$ cat config.mk
export PLATFORM = sky130hd
export DESIGN_NAME = threshold_ram_writer
export DESIGN_NICKNAME = d
export VERILOG_FILES = /design/src/rtl/threshold_ram_writer.sv
export SDC_FILE = /design/constraint.sdc
export NUM_CORES = 1
export LEC_CHECK = 0
export CORE_AREA = 2 2 67 69
export DETAILED_ROUTE_END_ITERATION = 10
export DIE_AREA = 0 0 69 71
export MAX_ROUTING_LAYER = met4
export PLACE_DENSITY_LB_ADDON = 0.25
export SYNTH_ARGS = -nofsm -noshare
export SYNTH_HDL_FRONTEND = slang
export SYNTH_SLANG_ARGS = --single-unit
$ cat constraint.sdc
create_clock -name clock -period 2.5 [get_ports clock]
set_input_delay 0.5 -clock clock [delete_from_list [all_inputs] [get_ports clock]]
set_output_delay 0.5 -clock clock [all_outputs]
set_load 0.02 [all_outputs]
$ cat src/rtl/threshold_ram_writer.sv
`default_nettype none
// ============================================================================
// Module      : threshold_ram_writer
// Description : Raster-order writer filling the 128x128 threshold frame buffer
//               from a valid/ready stream; address = {row, col}.
//               Optional frame checksum: define WRITER_CHECKSUM_EN.
// Revision    : 1.0 - initial release
// ============================================================================
module threshold_ram_writer #(
    parameter int DATA_WIDTH = 8,
    parameter int COL_BITS   = 7,
    parameter int ROW_BITS   = 7
) (
    input  logic                         clock,
    input  logic                         reset,
    input  logic                         iStart,
    input  logic                         iValid,
    input  logic [DATA_WIDTH-1:0]        iData,
    output logic                         oReady,
    output logic                         oWrEn,
    output logic [ROW_BITS+COL_BITS-1:0] oWrAddr,
    output logic [DATA_WIDTH-1:0]        oWrData,
    output logic                         oBusy,
    output logic                         oDone
`ifdef WRITER_CHECKSUM_EN
    ,
    output logic [15:0]                  oChecksum
`endif
);

    localparam logic [1:0] c_ST_IDLE  = 2'd0;
    localparam logic [1:0] c_ST_WRITE = 2'd1;
    localparam logic [1:0] c_ST_DONE  = 2'd2;

    localparam logic [COL_BITS-1:0] c_COL_MAX = {COL_BITS{1'b1}};
    localparam logic [ROW_BITS-1:0] c_ROW_MAX = {ROW_BITS{1'b1}};
    localparam logic [COL_BITS-1:0] c_COL_ONE = COL_BITS'(1);
    localparam logic [ROW_BITS-1:0] c_ROW_ONE = ROW_BITS'(1);

    logic [1:0]          r_state;
    logic [1:0]          w_next_state;
    logic [COL_BITS-1:0] r_col;
    logic [ROW_BITS-1:0] r_row;
    logic                w_accept;
    logic                w_last;

    assign w_accept = (r_state == c_ST_WRITE) && iValid;
    assign w_last   = (r_row == c_ROW_MAX) && (r_col == c_COL_MAX);

    always_ff @(posedge clock) begin
        if (reset) begin
            r_state <= c_ST_IDLE;
        end else begin
            r_state <= w_next_state;
        end
    end

    always_comb begin
        w_next_state = r_state;
        oReady       = 1'b0;
        oBusy        = 1'b0;
        oDone        = 1'b0;
        case (r_state)
            c_ST_IDLE: begin
                if (iStart) begin
                    w_next_state = c_ST_WRITE;
                end
            end
            c_ST_WRITE: begin
                oReady = 1'b1;
                oBusy  = 1'b1;
                if (w_accept && w_last) begin
                    w_next_state = c_ST_DONE;
                end
            end
            c_ST_DONE: begin
                // The final registered write is on the port during this cycle
                oBusy        = 1'b1;
                oDone        = 1'b1;
                w_next_state = c_ST_IDLE;
            end
            default: begin
                w_next_state = c_ST_IDLE;
            end
        endcase
    end

    // Counters only move while writing; IDLE and DONE keep them parked at zero
    always_ff @(posedge clock) begin
        if (reset || (r_state != c_ST_WRITE)) begin
            r_col <= '0;
            r_row <= '0;
        end else if (w_accept) begin
            if (r_col == c_COL_MAX) begin
                r_col <= '0;
                r_row <= r_row + c_ROW_ONE;
            end else begin
                r_col <= r_col + c_COL_ONE;
            end
        end
    end

    always_ff @(posedge clock) begin
        if (reset) begin
            oWrEn   <= 1'b0;
            oWrAddr <= '0;
            oWrData <= '0;
        end else begin
            oWrEn <= w_accept;
            if (w_accept) begin
                oWrAddr <= {r_row, r_col};
                oWrData <= iData;
            end
        end
    end

`ifdef WRITER_CHECKSUM_EN
    logic [15:0] r_checksum;
    logic [15:0] w_data_ext;

    assign w_data_ext = 16'(iData);

    always_ff @(posedge clock) begin
        if (reset) begin
            r_checksum <= '0;
        end else if ((r_state == c_ST_IDLE) && iStart) begin
            r_checksum <= '0;
        end else if (w_accept) begin
            r_checksum <= r_checksum + w_data_ext;
        end
    end

    assign oChecksum = r_checksum;
`endif

endmodule
`default_nettype wire
=== Word level (Yosys, flattened, before mapping) ===
Index checks and enable logic that the tools add are counted.

* Add/sub/neg operators: 2
* Equal/unequal tests: 7
* Multiplexer cells: 7
* Reductions and logical operators: 8

{| class="wikitable"
|+ Operators by type and width
! operator !! count
|-
| 7-bit by 1-bit adder with 7-bit output, second input constant || 2
|-
| 7-bit equality test, second input constant || 2
|-
| 7-bit 2-to-1 mux || 1
|-
| 2-bit 2-to-1 mux || 2
|-
| 2-bit by 1-bit inequality test with 1-bit output, second input constant || 2
|-
| 2-bit case mux with 2 select lines || 1
|-
| 2-bit AND reduction || 2
|-
| 1-bit logical AND || 3
|-
| 1-bit 2-to-1 mux || 3
|-
| 2-bit by 1-bit equality test with 1-bit output, second input constant || 1
|-
| 2-bit equality test, second input constant || 1
|-
| 2-bit zero test || 1
|-
| 2-bit inequality test, second input constant || 1
|-
| 2-bit OR reduction || 1
|-
| 1-bit logical OR || 1
|}

* Register bits after elaboration: 39
* Output and inout port bits: 26
* Word-level logic and storage cells: 30

=== Longest topological paths before layout ===
* Depth after elaboration: 5
* Gate-level depth with buffers: 8
* Depth with buffers taken out: 6

=== Worst setup path after synthesis ===
No wires, ideal clock.

* Path kind: register to register
* Start: register r_state[1]
* End: register r_state[1]
* Library setup time: 0.062 ns
* Data arrival time: 1.919 ns
* Required time: 2.438 ns
* Path slack: 0.519 ns
* Stages on the path, launching flop included: 7
* Buffers on the path: 0
* Cells stage by stage: dfxtp_1 > inv_1 > ha_1 > nand3_4 > or4_4 > or4b_1 > nand3_1

* Cells in the longest elaborated chain, start to end: 5
* Elaborated cells on any way between the ends: 8
* Classes of those cells: eq/ne: 3; mux: 1; reduce/logical: 4

{| class="wikitable"
|+ Ends and longest elaborated chain
! what !! RTL line !! text
|-
| start, declared || 40 || <nowiki>logic [1:0] r_state;</nowiki>
|-
| start signal, assigned || 52 || <nowiki>r_state <= c_ST_IDLE;</nowiki>
|-
| start signal, assigned || 54 || <nowiki>r_state <= w_next_state;</nowiki>
|-
| 2-bit by 1-bit equality test with 1-bit output || 47, 63 ||
|-
| 1-bit logical AND || 47 || <nowiki>assign w_accept = (r_state == c_ST_WRITE) && iValid;</nowiki>
|-
| 1-bit logical AND || 72 || <nowiki>if (w_accept && w_last) begin</nowiki>
|-
| 2-bit by 1-bit inequality test with 1-bit output (no source line) || -- ||
|-
| 2-bit AND reduction (no source line) || -- ||
|}

Parallel ways exist; a longest one is shown, timed or not.
A chain may end at the register's enable or synchronous reset.

=== Worst setup path in the final report ===
* Start: register r_state[1]
* End: output port oReady

* Cells in the longest elaborated chain, start to end: 2

{| class="wikitable"
|+ Ends and longest elaborated chain
! what !! RTL line !! text
|-
| 2-bit by 1-bit equality test with 1-bit output || 63 || <nowiki>case (r_state)</nowiki>
|-
| 1-bit 2-to-1 mux || 63 ||
|-
| end, declared || 19 || <nowiki>output logic oReady,</nowiki>
|}

Every way passes these cells.

==> key figures <==
Final layout
  • NumNets Final: 252
  • ANT cells: 0
  • Area growth from synthesis to layout: 34.18%
  • Commonest non-fill, non-tap cell in the layout: nand2_1
  • Multi-input gate area: 783.3 um2
  • # fillers: 434
  • Most frequent cells in the layout: nand2_1 (50), dfxtp_1 (39), clkdlybuf4s50_1 (37)
  • Reg area: 780.7 um2
  • Final non-filler cell total: 287
  • Share of layout cells above drive strength 1: 10.21%

Min path
  • Worst Hold Path EP: oWrAddr[1]
  • Hold depth: 2
  • Hold Startpoint: oWrAddr[1]
  • Worst min-delay path class: reg -> reg

Worst setup path
  • Reg2reg setup slack: 490 ps
  • R2r startpoint: r_state[1]
  • Worst Setup Path Type: reg -> out
  • Worst Path Required: 2000 ps
  • R2R depth: 6
  • CP Max Fanout: 4
  • R2R Path End: r_state[1]
  • CP endpoint kind: output port
  • Crit path DAT: 1660 ps
  • Startpoint Class: register

Power and ir drop
  • Comb pwr share: 14.6%
  • Worst vdd ir: 0.3023 mV
  • Clk pwr share: 33.0%
  • P per Cell Area: 564.4 nW/um2
  • Total Power: 1225 uW
  • Net Switching: 315.6 uW
  • Internal Power: 909.6 uW
  • Switch share: 25.76%
  • Seq pwr share: 52.5%
  • Leakage power: 0.0007712 uW

Detailed routing
  • Post-Route WL: 3.330 mm
  • Routed wire per std cell: 11.60 um
  • WL met3: 174 um
  • Final routed DRC violation total: 0
  • Initial DRT Pass Iterations: 4
  • Vias/cell: 4.913
  • Vias: 1410
  • Top Layer Used: met4
  • Wl on met1: 1.589 mm
  • Post-DRT Antenna Nets: 0
  • DR iter-0 viols: 82
  • Routed length on met2: 1.514 mm

Timing
  • Setup violators final: 0
  • Fin. max-slew vios: 0
  • Post-route clock period utilization: 86.27%
  • Final setup TNS: 0 ps
  • Final Critical Period: 2157 ps
  • Skew final: 4.044 ps
  • Fmax: 463.6 MHz
  • Rel. slew slack: 75.84%
  • Worst Max-Slew Pin Slew: 362.4 ps
  • Final hold vios: 0
  • Unrepaired setup endpoints after global routing: false
  • Setup slack after layout: 343.1 ps

Floorplan
  • Num rows: 24
  • Full die area: 4899 um2
  • Area of the core: 4204 um2
  • IO Pins: 38
  • Die height: 71 um
  • Initial Util: 38.48%
  • Die width: 69 um

Placed design
  • Pre-CTS setup slack: 241.4 ps
  • Placed instance count: 279
  • DPL Wire Length: 2.455 mm
  • # port buffers: 37
  • Final GP Congestion: 0.8489

Global route
  • First-pass GRT wire length: 5.740 mm
  • Overall global routing resource usage: 15.00%
  • Largest net degree at the start of global routing: 23
  • Initial antenna violation count: 0
  • Total grt overflow: 0
  • Vias in the first global route: 1280

Clocking
  • Sink Count: 39
  • CTS Buf Count: 5
  • Setup Fix Bufs, Post-CTS: 0
  • Max Buffers Root-to-Sink: 2
  • Clock Tree Root: clkbuf_8
  • CTS tree: yes
  • H-tree levels: 2
  • Post-CTS sizing: 0
  • Reg clk slew, reported paths: 70 ps
  • Hold_buf cts: 0
  • Clock Latency Late Sink: 290 ps

Synth
  • Yosys top cell area share: 48.26%
  • Synthesis Warnings: 0
  • Mean Syn Cell Area: 8.515 um2
  • Cell Area, Synth: 1618 um2
  • Syn_nets: 208
  • Leading area contributor after synthesis: dfxtp_1
  • Number of distinct library cells after synthesis: 31
  • Synth top area cells: dfxtp_1 (48%), nand2_1 (12%), a21oi_1 (7.4%)
  • Cells after Synth: 190
  • Seq cells post-synth: 39
  • Register area share after synthesis: 48.26%

Job
  • Number of max-cap violations: 0

Run status
  • Outcome: finished, final reports clean
[how the worst max path moves through the flow]
stage | endpoint | cells past startpoint | slack, ps | startpoint
after global routing | oReady | 3 | 270 | r_state[1]
after global placement | r_state[1] | 5 | 260 | iValid
after CTS | oReady | 3 | 310 | r_state[1]
final | oReady | 3 | 340 | r_state[1]
after floorplan | r_state[1] | 6 | 520 | r_state[1]
after detailed placement | r_state[1] | 5 | 240 | iValid
[synth_stat cells, drive strengths merged]
master and instances:
nand3 4, nor4b 1, a31oi 1, nor3 6, mux2i 2, inv 4
nor4 3, clkbuf 9, or4 1, a41o 1, xnor2 6, buf 1
nand2 50, a311oi 1, mux2 1, and3 5, dfxtp 39, and2 2
ha 6, a21oi 24, or4b 1, nor2 11, nor2b 1, o21ai 1
or3 1, nand4 5, xor2 3
[power groups by stage]
| stage | Clock [uW] | Sequential [uW] | Combinational [uW] |
|---|---|---|---|
| global placement | 0 | 657 | 179 |
| floorplan | 0 | 666 | 91.5 |
| detailed placement | 0 | 657 | 182 |
| finish | 404 | 643 | 179 |
| global route | 440 | 644 | 198 |
| CTS | 415 | 643 | 183 |
[flip-flops by register name, indices dropped and copies added (netlist names)]
name / count
oWrAddr: 14
oWrData: 8
oWrEn: 1
r_col: 7
r_row: 7
r_state: 2
[layer usage]
layer | track usage [%] | vias up
met1 | 17.63 | 645
met3 | 5.128 | 6
li1 | - | 729
met5 | - | -
met4 | 5.229 | 0
met2 | 24.04 | 30
[worst max-delay path: stages, from the launching register on]
cell	delay (ps)
dfxtp_1	340
inv_1	110
ha_1	270
clkdlybuf4s50_1	640
[layout make-up]
| class | instances | area share [%] |
|---|---|---|
| clock inverters | 1 | 0.2305 |
| flip-flops and latches | 39 | 35.97 |
| well taps | 52 | 2.997 |
| inverters | 4 | 0.6916 |
| clock buffers | 7 | 3.516 |
| repair buffers | 47 | 20.52 |
| multi-input cells | 137 | 36.08 |
[cells by family after synthesis]
family	Yosys count	synth area share, %
adders and majority gates	6	4.640
DFF	39	48.26
and+or+nand+nor	91	27.69
buffers and inverters	14	3.325
xor gates and xnor gates	9	4.873
AOI/OAI and AO/OA	28	9.281
muxes	3	1.933
[per-stage QoR]
| step | hold WS [ps] | instance area [um2] | utilization [%] |
|---|---|---|---|
| 4_1_cts | 457.2 | 2171 | 51.64 |
| 6_report | 453.6 | 2171 | 51.64 |
| 5_1_grt | 476.1 | 2171 | 51.64 |
| 2_1_floorplan | 456.3 | 1618 | - |
| 3_3_place_gp | 442.3 | 2090 | 49.70 |
| 3_5_place_dp | 447.5 | 2090 | 49.70 |
No activity file was read; power rests on OpenSTA's default activity.
